**src/rtl/v8_param.sv**
```systemverilog
// v8_param: shared ADC width, pulse generator defaults and FSM state type.
// Imported by v8_pulse_gen.
package v8_param;

  localparam int SIZE_ADC_DATA   = 14;

  localparam int PGEN_RISE_SHIFT = 2;
  localparam int PGEN_TAU_SHIFT  = 4;
  localparam int PGEN_DEAD_TIME  = 8;

  typedef enum logic [1:0] {
    IDLE,
    RISE,
    DECAY
  } pgen_state_t;

endpackage

```
**src/rtl/v8_pulse_gen.sv**
```systemverilog
// v8_pulse_gen: linear-rise / exponential-decay pulse source in ADC format.
// Optional V8_PULSE_GEN_BASELINE_EN adds a baseline input the output rests on.
module v8_pulse_gen
  import v8_param::*;
#(
  parameter int RISE_SHIFT = PGEN_RISE_SHIFT,
  parameter int TAU_SHIFT  = PGEN_TAU_SHIFT,
  parameter int DEAD_TIME  = PGEN_DEAD_TIME
) (
  input  logic                            clk,
  input  logic                            reset,
  input  logic                            amp_valid,
  input  logic        [SIZE_ADC_DATA-2:0] amp,
  output logic                            amp_ready,
  output logic signed [SIZE_ADC_DATA-1:0] sample_out,
  output logic                            busy
`ifdef V8_PULSE_GEN_BASELINE_EN
  ,
  input  logic signed [SIZE_ADC_DATA-1:0] baseline
`endif
);

  localparam int W        = SIZE_ADC_DATA;
  localparam int RISE_LEN = 1 << RISE_SHIFT;
  localparam int CW       = RISE_SHIFT + 1;
  localparam int DW       = $clog2(DEAD_TIME + 2);

  localparam logic signed [W:0] SAT_MAX =
    {2'b00, {(W-1){1'b1}}};

  pgen_state_t r_state;
  pgen_state_t w_next;

  logic signed [W-1:0] r_sample;
  logic signed [W-1:0] r_target;
  logic        [W-1:0] r_step;
  logic       [CW-1:0] r_cnt;
  logic       [DW-1:0] r_dead;
  logic                r_rdy_en;

  logic signed [W-1:0] w_bl;
  logic                w_accept;
  logic                w_rise_done;
  logic signed [W-1:0] w_target;
  logic signed   [W:0] w_diff;
  logic        [W-1:0] w_step;
  logic signed [W-1:0] w_first;
  logic signed   [W:0] w_delta;
  logic signed   [W:0] w_shr;
  logic signed   [W:0] w_delta_nx;
  logic signed   [W:0] w_decay_wide;
  logic signed [W-1:0] w_decay;

  // Add an unsigned amplitude with headroom, clamp to the positive ADC max
  function automatic logic signed [W-1:0] sat_add(
    input logic signed [W-1:0] a,
    input logic        [W-2:0] b
  );
    logic signed [W:0] s;
    s = {a[W-1], a} + $signed({2'b00, b});
    if (s > SAT_MAX) begin
      return SAT_MAX[W-1:0];
    end
    return s[W-1:0];
  endfunction

`ifdef V8_PULSE_GEN_BASELINE_EN
  assign w_bl = baseline;
`else
  assign w_bl = '0;
`endif

  assign w_target    = sat_add(r_sample, amp);
  assign w_diff      = {w_target[W-1], w_target} - {r_sample[W-1], r_sample};
  assign w_step      = w_diff[W-1:0] >> RISE_SHIFT;
  assign w_first     = (RISE_LEN == 1) ? w_target : r_sample + w_step;
  assign w_rise_done = (r_cnt == CW'(RISE_LEN - 1));

  // Decay acts on the distance to baseline; a zero shift falls back to -1
  assign w_delta      = {r_sample[W-1], r_sample} - {w_bl[W-1], w_bl};
  assign w_shr        = w_delta >>> TAU_SHIFT;
  assign w_delta_nx   = (w_shr == 0 && w_delta != 0) ? w_delta - 1
                                                     : w_delta - w_shr;
  assign w_decay_wide = w_delta_nx + {w_bl[W-1], w_bl};
  assign w_decay      = w_decay_wide[W-1:0];

  assign sample_out = r_sample;

  // Next state, handshake and busy decode
  always_comb begin
    w_next    = r_state;
    amp_ready = 1'b0;
    busy      = (r_state != IDLE);
    w_accept  = 1'b0;
    unique case (r_state)
      IDLE: begin
        amp_ready = r_rdy_en;
        w_accept  = amp_valid & amp_ready;
        if (w_accept) begin
          w_next = (RISE_LEN == 1) ? DECAY : RISE;
        end
      end
      RISE: begin
        if (w_rise_done) begin
          w_next = DECAY;
        end
      end
      DECAY: begin
        amp_ready = r_rdy_en && (r_dead >= DW'(DEAD_TIME));
        w_accept  = amp_valid & amp_ready;
        if (w_accept) begin
          w_next = (RISE_LEN == 1) ? DECAY : RISE;
        end else if (r_sample == w_bl) begin
          w_next = IDLE;
        end
      end
      default: w_next = IDLE;
    endcase
  end

  // State, sample datapath, rise counter and dead-time counter
  always_ff @(posedge clk) begin
    if (reset) begin
      r_state  <= IDLE;
      r_sample <= w_bl;
      r_target <= '0;
      r_step   <= '0;
      r_cnt    <= '0;
      r_dead   <= '0;
      r_rdy_en <= 1'b0;
    end else begin
      r_state  <= w_next;
      r_rdy_en <= 1'b1;
      if (w_accept) begin
        r_target <= w_target;
        r_step   <= w_step;
        r_cnt    <= CW'(1);
        r_sample <= w_first;
        r_dead   <= '0;
      end else begin
        unique case (r_state)
          IDLE: r_sample <= w_bl;
          RISE: begin
            if (w_rise_done) begin
              r_sample <= r_target;
              r_dead   <= '0;
            end else begin
              r_sample <= r_sample + r_step;
              r_cnt    <= r_cnt + CW'(1);
            end
          end
          DECAY: begin
            r_sample <= w_decay;
            if (r_dead < DW'(DEAD_TIME)) begin
              r_dead <= r_dead + DW'(1);
            end
          end
          default: r_sample <= w_bl;
        endcase
      end
    end
  end

endmodule

```
**config.mk**
```make
export PLATFORM = sky130hd
export DESIGN_NAME = v8_pulse_gen
export DESIGN_NICKNAME = d
export VERILOG_FILES = /design/src/rtl/v8_param.sv /design/src/rtl/v8_pulse_gen.sv
export SDC_FILE = /design/constraint.sdc
export NUM_CORES = 1
export LEC_CHECK = 0
export CORE_MARGIN = 2
export CORE_UTILIZATION = 43
export DETAILED_ROUTE_END_ITERATION = 7
export HOLD_SLACK_MARGIN = 0.06
export PLACE_DENSITY = 0.72
export SYNTH_ARGS = -nofsm -noshare
export SYNTH_HDL_FRONTEND = slang
export SYNTH_SLANG_ARGS = --single-unit
```
**constraint.sdc**
```tcl
create_clock -name clk -period 15.95 [get_ports clk]
set_input_delay 2.3925 -clock clk [delete_from_list [all_inputs] [get_ports clk]]
set_output_delay 2.3925 -clock clk [all_outputs]
set_load 0.005 [all_outputs]
```
### After elaboration in Yosys (flattened, before gate mapping)

Cells that the tools add are included.

* add/sub/neg operators: 8
* $lt $le $gt $ge: 3
* equality and inequality tests: 8
* mux-type cells: 21
* bitwise gates (word level): 3
* reductions and logical operators: 14

Operators with widths (number)
* $mux W14: 5
* $logic_not A32 Y1: 1
* $reduce_bool A32 Y1: 1
* $add A14 B12 Y14: 2
* $pmux W14 S2: 1
* $add A14 B14 Y15: 1
* $gt A15 B14 Y1 const B: 1
* $logic_not A14 Y1: 1
* $sub A14 B10 Y14: 1
* $sub A14 B14 Y14: 1
* $sub A14 B2 Y14 const B: 1
* $mux W2: 4
* $mux W4: 2
* $ne A2 B2 Y1 const B: 4
* $pmux W4 S2: 1
* $pmux W2 S3: 1
* $reduce_and A3 Y1: 2
* $reduce_bool A2 Y1: 3
* $mux W1: 5
* $add A4 B1 Y4 const B: 1
* $ge A4 B4 Y1 const B: 1
* $lt A4 B4 Y1 const B: 1
* $pmux W1 S2: 2
* $reduce_and A2 Y1: 2
* 10 further kinds: 12

* flip-flop bits (word level): 50
* input port bits: 16
* output and inout bits: 16
* logic and storage cells: 65

### Longest topological paths before layout

Gate-level depths: netlist (run 1).

* depth after elaboration: 7
* depth in mapped cells: 27

### Worst setup path after synthesis (run 1)

Ideal clock, no wire load.

* kind: input-to-reg
* start: in amp[0]
* end: reg r_sample[13], in the netlist sample_out[13]
* library setup time: 127 ps
* arrival: 7589 ps
* data required time: 15823 ps
* path slack: 8234 ps
* stages: 24
* buffers on the path: 2
* cells stage by stage: ha_1 fa_1 a211oi_2 o21ai_1 a211oi_2 nor2_1 o21ai_0 nor2b_1 clkbuf_1 clkbuf_1 nand2_1 ha_1 and2_1 a31oi_1 xnor2_1 ha_1 a21oi_1 o21bai_1 a2111oi_0 o31ai_1 o41ai_1 mux2_2 nand2_1 nand4_1

* word-level cells in the longest chain between the ends: 7

RTL lines
* start: declaration: RTL line v8_pulse_gen.sv:13 `input logic [SIZE_ADC_DATA-2:0] amp,`
* $add A14 B14 Y15 *: RTL line v8_pulse_gen.sv:60 `s = {a[W-1], a} + $signed({2'b00, b});`
* $gt A15 B14 Y1: RTL line v8_pulse_gen.sv:61 `if (s > SAT_MAX) begin`
* $mux W1: RTL line v8_pulse_gen.sv:61
* $mux W14 *: RTL line v8_pulse_gen.sv:64 `return s[W-1:0];`
* via w_target[3]: RTL line v8_pulse_gen.sv:44 `logic signed [W-1:0] w_target;`
* $sub A14 B14 Y14 *: RTL line v8_pulse_gen.sv:74 `assign w_diff = {w_target[W-1], w_target} - {r_sample[W-1], r_sample};`
* via w_diff[4]: RTL line v8_pulse_gen.sv:45 `logic signed [W:0] w_diff;`
* $add A14 B12 Y14 *: RTL line v8_pulse_gen.sv:76 `assign w_first = (RISE_LEN == 1) ? w_target : r_sample + w_step;`
* $mux W14 *: RTL line v8_pulse_gen.sv:134 `if (w_accept) begin`
* end signal: assignment: RTL line v8_pulse_gen.sv:138 `r_sample <= w_first;`
* end signal: assignment: RTL line v8_pulse_gen.sv:142 `IDLE: r_sample <= w_bl;`
* end signal: assignment: RTL line v8_pulse_gen.sv:145 `r_sample <= r_target;`
* end: declaration: RTL line v8_pulse_gen.sv:34 `logic signed [W-1:0] r_sample;`

Mark *: on every way through the listed nets, which the timed path passes. The rest lies on a longest branch.
A chain may end at the register's enable or synchronous reset.

### Worst setup path in the final report (run 1)

Same ends and word-level chain as after synthesis.

==> impl_metrics.csv, run 1 <==
group,metric,value,unit
cts,root_buffer,"clkbuf_16",
yosys,synth_fp_nets,750,
timing,finalMaxSlewViolations,0,
finish,layout-drive-gt1-share,3.54,%
route,wl_per_cell,18.1,µm
timing,fin_crit_sh,57.1,%
timing,finalCriticalPeriod,9.11,ns
yosys,synth_most_common_cell,"ha_1",
timing,hold_viol_final,0,
global_route,grt_pass1_vias,4937,
hold_path,hp-class,"reg -> reg",
route,viasPerCell,6.06,
critical_path,worstSetupPathType,"in -> reg",
yosys,netlist_area,0.00510,mm²
yosys,synth_cell_types,66,
die,initial_core_util,44.3,%
global_route,grt_max_degree,29,
route,first_pass_iters,5,
cts,htree_levels,2,
finish,syn_to_final_growth,11.2,%
route,detail-route-antenna-nets,0,
yosys,yosysWarningCount,0,
yosys,yosysTopAreaCell,"dfxtp_1",
yosys,async_reset_ff_share,0,%
global_route,grt_pass1_wl,23900,µm
global_route,globalRouteOverflowTotal,0,
hold_path,hold_path.startpoint,"r_step[0]",
cts,cts_buffers,5,
timing,max_slew_margin,25.0,%
critical_path,critPathCaptureType,"register",
cts,path_clk_slew,0.07,ns
critical_path,setup.worst_path.start,"amp[0]",
timing,grt_setup_unrepaired,"false",
critical_path,cp.arrival,9.29,ns
cts,clk_latency,0.30,ns
route,drt_iter0_markers,348,
timing,setup_violations,0,
finish,seqCellArea,0.00100,mm²
yosys,synth_common_cells,"ha_1, nand2_1, a21oi_1",
timing,worst_pin_slew,1.12,ns
finish,nets,771,
yosys,syn_area_per_cell,7.77,µm²
critical_path,crit_path_max_fanout,19,
yosys,synth_enable_flop_cells,0,
finish,multi_input_area,0.00386,mm²
die,die_area,0.0128,mm²
yosys,synth_top_area_share,19.6,%
global_route,grtUsageTotal,23.3,%
cts,cts_setup_buffers,0,
timing,finalClockSkew,0.00719,ns
yosys,ys_seq_elements,50,
die,die_height,113,µm
yosys,yosys-top-cells-area,"dfxtp_1, ha_1, a21oi_1",
cts,cts_hold_buf,0,
die,fp.dieW,113,µm
critical_path,start_kind,"input pin",
placed_design,io_buffers,31,
placed_design,place_congestion,0.937,
cts,ctsResizeCount,0,
critical_path,worstPathRequired,16.13,ns
yosys,synth-main-ff-cell,"dfxtp_1",
timing,max_freq,0.110,GHz
global_route,antenna_found_initial,0,
cts,cts_max_path_buffers,2,
yosys,synth-seq-area-share,19.6,%
yosys,synthCells,657,
run,drv_cap,0,
die,num_rows,39,
cts,clock_sinks,50,
timing,finalSetupTns,0,ns
route,vias,4977,
status,status,"complete, no violations",
die,ios,32,
placed_design,hpwl,11500,µm
critical_path,timing.rr.start,"sample_out[0]",
route,drt-total-wl,14800,µm
finish,fill_cells,1109,
cts,cts_tree,"built",
die,core,0.0115,mm²
finish,diodes,0,
route,drc,0,
-- worst paths after layout --
| kind | end | slack (ns) | depth (start not counted) |
|---|---|---|---|
| max | sample_out[13] | 6.84 | 25 |
| min | r_step[0] | 0.47 | 2 |
| max reg2reg | sample_out[13] | 8.96 | 24 |
| min reg2reg | r_step[0] | 0.47 | 2 |
-- worst max-delay path, stage by stage --
cell and delay [ns]:
clkdlybuf4s50_1 0.42, ha_1 0.26, fa_1 0.45, a211oi_2 0.28, o21ai_1 0.14, a211oi_2 0.27
nor2_1 0.12, o21ai_0 0.14, nor2b_1 0.89, nand2b_1 0.22, ha_1 0.40, a21oi_1 0.30
nor2b_1 0.08, nor2_1 0.12, xnor2_1 0.21, ha_1 0.31, a21o_1 0.16, a21oi_1 0.21
o21bai_1 0.11, a2111oi_0 0.70, o31ai_1 0.25, o41ai_1 0.31, mux2_2 0.37, nand2_1 0.07
nand4_1 0.09
-- state kept, by name (all words and copies together), names as in the netlist --
signal / cells
r_state: 2
r_target: 14
r_step: 12
r_rdy_en: 1
sample_out: 14
r_cnt: 3
r_dead: 4
-- layout by cell type (no fill, tap or decap), drive strengths merged, types with 6 or more instances in the layout --
cell type      count
a21oi             56
a22o               6
nand2             61
and2               7
a211oi             8
nor2b              8
clkbuf             6
xnor2             32
nand2b            10
nor2              53
xor2              13
o21bai             8
o21ai             36
o31ai              9
o21a               6
a31oi              9
and3               8
clkdlybuf4s50     31
or2                6
a21o              15
nand3             12
nor3              17
ha                73
dfxtp             50
a311oi             7
inv               45
-- layer usage --
layer	global-route usage (%)	up-vias	share of wire (%)
met4	9.27	0	3.0
met3	3.43	30	6.0
met1	29.3	2330	44
met5	0	-	0
met2	40.2	165	47
li1	-	2452	-
-- cells by family after synthesis --
family / Yosys count / share of synthesized area (%)
flip-flops: 50 / 19.6
adder cells (fa/ha/maj): 77 / 19.5
XOR/XNOR: 45 / 7.72
multiplexers: 6 / 1.23
AO/OA/AOI/OAI: 206 / 27.3
AND/OR/NAND/NOR: 208 / 19.9
buffers and inverters: 65 / 4.78
-- layout make-up --
cell class / count / share of cell area (%)
Timing Repair Buffer: 33 / 5.73
Tap cell: 143 / 3.15
Clock buffer: 6 / 2.27
Clock inverter: 1 / 0.132
Sequential cell: 50 / 17.6
Inverter: 46 / 3.04
Multi-Input combinational cell: 542 / 68.0
-- through the flow --
step	cells	setup slack, ns	utilization [%]	hold slack (ns)	instance area (µm²)
floorplan	657	8.23	-	0.432	5100
finish	821	6.84	49.3	0.474	5680
CTS	821	6.88	49.3	0.478	5680
global route	821	6.26	49.3	0.499	5680
global placement	814	6.82	48.1	0.450	5540
detailed placement	814	6.59	48.1	0.468	5540
Power of run 1 is left out: the tool's default activity adds up to more than one toggle a clock period on the data nets, which glitch-free logic cannot reach.
==> run 2: changes to the inputs <==
Settings changed: PLACE_DENSITY 0.72 to 0.74.
Clock period 15.95 ns to 7.9 ns, I/O delays scaled along.
==> impl_metrics.csv, run 2 (synthesized netlist as in run 1, its figures left out) <==
group,metric,value,unit
cts,path_clk_slew,0.07,ns
critical_path,crit_buf_inv,2,
finish,layout-drive-gt1-share,3.97,%
route,detail-route-antenna-nets,0,
route,vias,4992,
critical_path,slowest_delay,0.73,ns
placed_design,io_buffers,31,
global_route,grt_max_degree,29,
global_route,grtUsageTotal,23.4,%
route,wl_per_cell,18.2,µm
route,first_pass_iters,7,
finish,diodes,0,
placed_design,hpwl,11800,µm
global_route,antenna_found_initial,0,
die,die_area,0.0128,mm²
timing,setup_violations,0,
critical_path,r2r.worst_path.cells,24,
cts,clock_sinks,50,
route,viasPerCell,6.07,
timing,max_freq,0.137,GHz
die,fp.dieW,113,µm
cts,root_buffer,"clkbuf_16",
timing,finalMaxSlewViolations,0,
die,core,0.0115,mm²
finish,nets,772,
critical_path,cp_num_cells,25,
cts,clk_latency,0.31,ns
run,drv_cap,0,
die,die_height,113,µm
global_route,grt_pass1_wl,23800,µm
timing,finalCriticalPeriod,7.31,ns
cts,cts_tree,"built",
timing,worst_pin_slew,1.07,ns
cts,cts_buffers,5,
hold_path,hp-class,"reg -> reg",
timing,max_slew_margin,28.7,%
critical_path,start_kind,"input pin",
critical_path,slowest_stage,"a2111oi_0",
critical_path,worstPathRequired,8.09,ns
critical_path,crit_family,"compound AO/OA/AOI/OAI gates",
timing,finalClockSkew,0.00971,ns
cts,cts_hold_buf,0,
finish,syn_to_final_growth,12.0,%
critical_path,cp.arrival,7.49,ns
die,num_rows,39,
timing,finalSetupTns,0,ns
placed_design,place_congestion,0.910,
cts,htree_levels,2,
critical_path,cp_common_cell,"ha_1",
critical_path,critPathCaptureType,"register",
route,drt-total-wl,15000,µm
cts,cts_setup_buffers,0,
finish,layout_commonest_cell,"ha_1",
timing,fin_crit_sh,92.5,%
global_route,grt_pass1_vias,4933,
timing,grt_setup_unrepaired,"false",
timing,hold_viol_final,0,
critical_path,crit_path_max_fanout,19,
critical_path,worstSetupPathType,"in -> reg",
status,violations,"design-rule violations",
hold_path,hold_depth,2,
die,ios,32,
cts,ctsResizeCount,0,
finish,final_cell_mix,"ha_1, nand2_1, a21oi_1, nor2_1, dfxtp_1",
global_route,globalRouteOverflowTotal,0,
route,drt_iter0_markers,293,
route,drc,1,
cts,cts_max_path_buffers,2,
die,initial_core_util,44.3,%
status,status,"finished with violations",
## run 2: per-layer routing
layer / global-route usage, % / vias up / wire (µm) / part of all wire, %
met3: 3.54 / 24 / 829 / 5.5
met5: 0 / - / 0 / 0
li1: - / 2447 / - / -
met2: 40.5 / 150 / 7210 / 48
met1: 29.4 / 2371 / 6570 / 44
met4: 9.35 / 0 / 375 / 2.5
## run 2: final timing paths
| path | slack (ns) | to | from |
|---|---|---|---|
| setup / recovery | 0.59 | sample_out[13] | amp[0] |
| hold / removal | 0.46 | r_step[0] | r_step[0] |
| setup reg to reg | 1.51 | sample_out[13] | sample_out[0] |
| hold reg to reg | 0.46 | r_step[0] | r_step[0] |
## run 2: tightest hold or removal path: stages (launching register included)
cell and delay (ns):
dfxtp_1 0.31, nand2_1 0.05, a21oi_1 0.05
## run 2: per-stage QoR
stage          hold WS (ns)  area (µm²)  std cells  setup WS, ns  utilization [%]
3_3_place_gp          0.450        5550        815         0.504             48.2
3_5_place_dp          0.452        5550        815         0.274             48.2
6_report              0.462        5720        823         0.593             49.6
2_1_floorplan         0.432        5100        657          1.39                -
5_1_grt               0.493        5720        823         0.285             49.6
4_1_cts               0.463        5720        823         0.576             49.6
## run 2: final cells by class
class | instances | area, µm²
inverter | 46 | 173
timing repair buffer | 34 | 333
sequential | 50 | 1000
tap | 143 | 179
clock buffer | 5 | 125
multi-input combinational | 542 | 3860
clock inverter | 3 | 43.8
fill | 1129 | 5800
Power of run 2 is left out for the same reason.
==> run 3: changes to the inputs <==
Settings changed: PLACE_DENSITY 0.74 to not set.
==> impl_metrics.csv, run 3 (synthesized netlist as in run 1, its figures left out) <==
group,metric,value,unit
die,die_height,113,µm
timing,worst_pin_slew,1.04,ns
timing,max_slew_margin,30.7,%
finish,layout_commonest_cell,"ha_1",
cts,path_clk_slew,0.07,ns
critical_path,crit_buf_inv,2,
die,ios,32,
route,drc,0,
die,num_rows,39,
placed_design,io_buffers,31,
critical_path,critPathCaptureType,"register",
placed_design,post-place-cells,818,
cts,cts_buffers,5,
finish,fill_cells,1137,
cts,htree_levels,2,
critical_path,crit_family,"compound AO/OA/AOI/OAI gates",
status,status,"complete, no violations",
cts,cts_max_path_buffers,2,
placed_design,dpl_worst_slack,0.408,ns
finish,diodes,0,
finish,nets,775,
finish,syn_to_final_growth,12.9,%
global_route,grt_max_degree,29,
route,drt-total-wl,15200,µm
cts,cts_hold_buf,0,
critical_path,worstPathRequired,8.08,ns
route,vias,4949,
global_route,antenna_found_initial,0,
timing,setup_violations,0,
critical_path,worstSetupPathType,"in -> reg",
die,die_area,0.0128,mm²
critical_path,slowest_stage,"fa_1",
placed_design,hpwl,11900,µm
cts,clock_sinks,50,
global_route,globalRouteOverflowTotal,0,
cts,ctsResizeCount,0,
timing,hold_viol_final,0,
cts,cts_tree,"built",
timing,hold_slack,0.469,ns
timing,finalCriticalPeriod,7.28,ns
global_route,grt_pass1_vias,4969,
die,core,0.0115,mm²
cts,clk_latency,0.30,ns
route,drt_iter0_markers,252,
timing,grt_setup_unrepaired,"false",
critical_path,start_kind,"input pin",
finish,fin_cells,826,
die,initial_core_util,44.3,%
cts,root_buffer,"clkbuf_16",
timing,timing.final.ws_setup,0.624,ns
critical_path,crit_path_max_fanout,14,
timing,finalMaxSlewViolations,0,
critical_path,cp.arrival,7.46,ns
finish,layout-drive-gt1-share,4.39,%
placed_design,place_congestion,0.898,
global_route,grt_pass1_wl,24600,µm
timing,finalSetupTns,0,ns
route,wl_per_cell,18.4,µm
route,viasPerCell,5.99,
run,drv_cap,0,
timing,finalClockSkew,0.00698,ns
finish,final_cell_mix,"ha_1, nand2_1, a21oi_1, nor2_1, dfxtp_1",
route,detail-route-antenna-nets,0,
timing,fin_crit_sh,92.1,%
global_route,grtUsageTotal,24.1,%
cts,cts_setup_buffers,0,
timing,max_freq,0.137,GHz
hold_path,hp-class,"reg -> reg",
route,first_pass_iters,5,
die,fp.dieW,113,µm
critical_path,slowest_delay,0.44,ns
[run 3: cell count changes in the layout (fill, tap and decap cells not counted)]
| cell | delta |
|---|---|
| bufinv_16 | +1 |
| buf_4 | +3 |
| inv_6 | -1 |
| clkinv_2 | -1 |
| clkinv_4 | +1 |
[run 3: path summary, 6_finish.rpt]
kind / slack (ns) / endpoint / cells after the start / from
max: 0.62 / sample_out[13] / 27 / amp[0]
min: 0.47 / r_step[0] / 2 / r_step[0]
max reg2reg: 1.52 / sample_out[13] / 26 / sample_out[0]
min reg2reg: 0.47 / r_step[0] / 2 / r_step[0]
[run 3: final cells by class]
class                      count  area [µm²]  area share, %
clock buffer                   5         125           2.17
inverter                      46         173           3.00
sequential                    50        1000           17.4
tap                          143         179           3.10
timing repair buffer          37         355           6.17
clock inverter                 3        68.8           1.19
multi-input combinational    542        3860           67.0
[run 3: per-layer routing]
metal / part of all wire [%] / global-route usage [%]
met1: 45 / 30.7
met2: 47 / 40.7
met3: 4.6 / 2.89
met5: 0 / 0
met4: 4.0 / 11.7
[run 3: tightest hold or removal path, delay by kind of cell (launching register included)]
family,cells,cell delay (ns)
flops,1,0.32
simple gates,1,0.05
compound gates,1,0.05
[run 3: through the flow]
stage / utilization [%] / instance area (µm²)
finish: 50.0 / 5760
floorplan: - / 5100
CTS: 50.0 / 5760
global route: 50.0 / 5760
global placement: 48.4 / 5570
detailed placement: 48.4 / 5570
Power of run 3 is left out for the same reason.
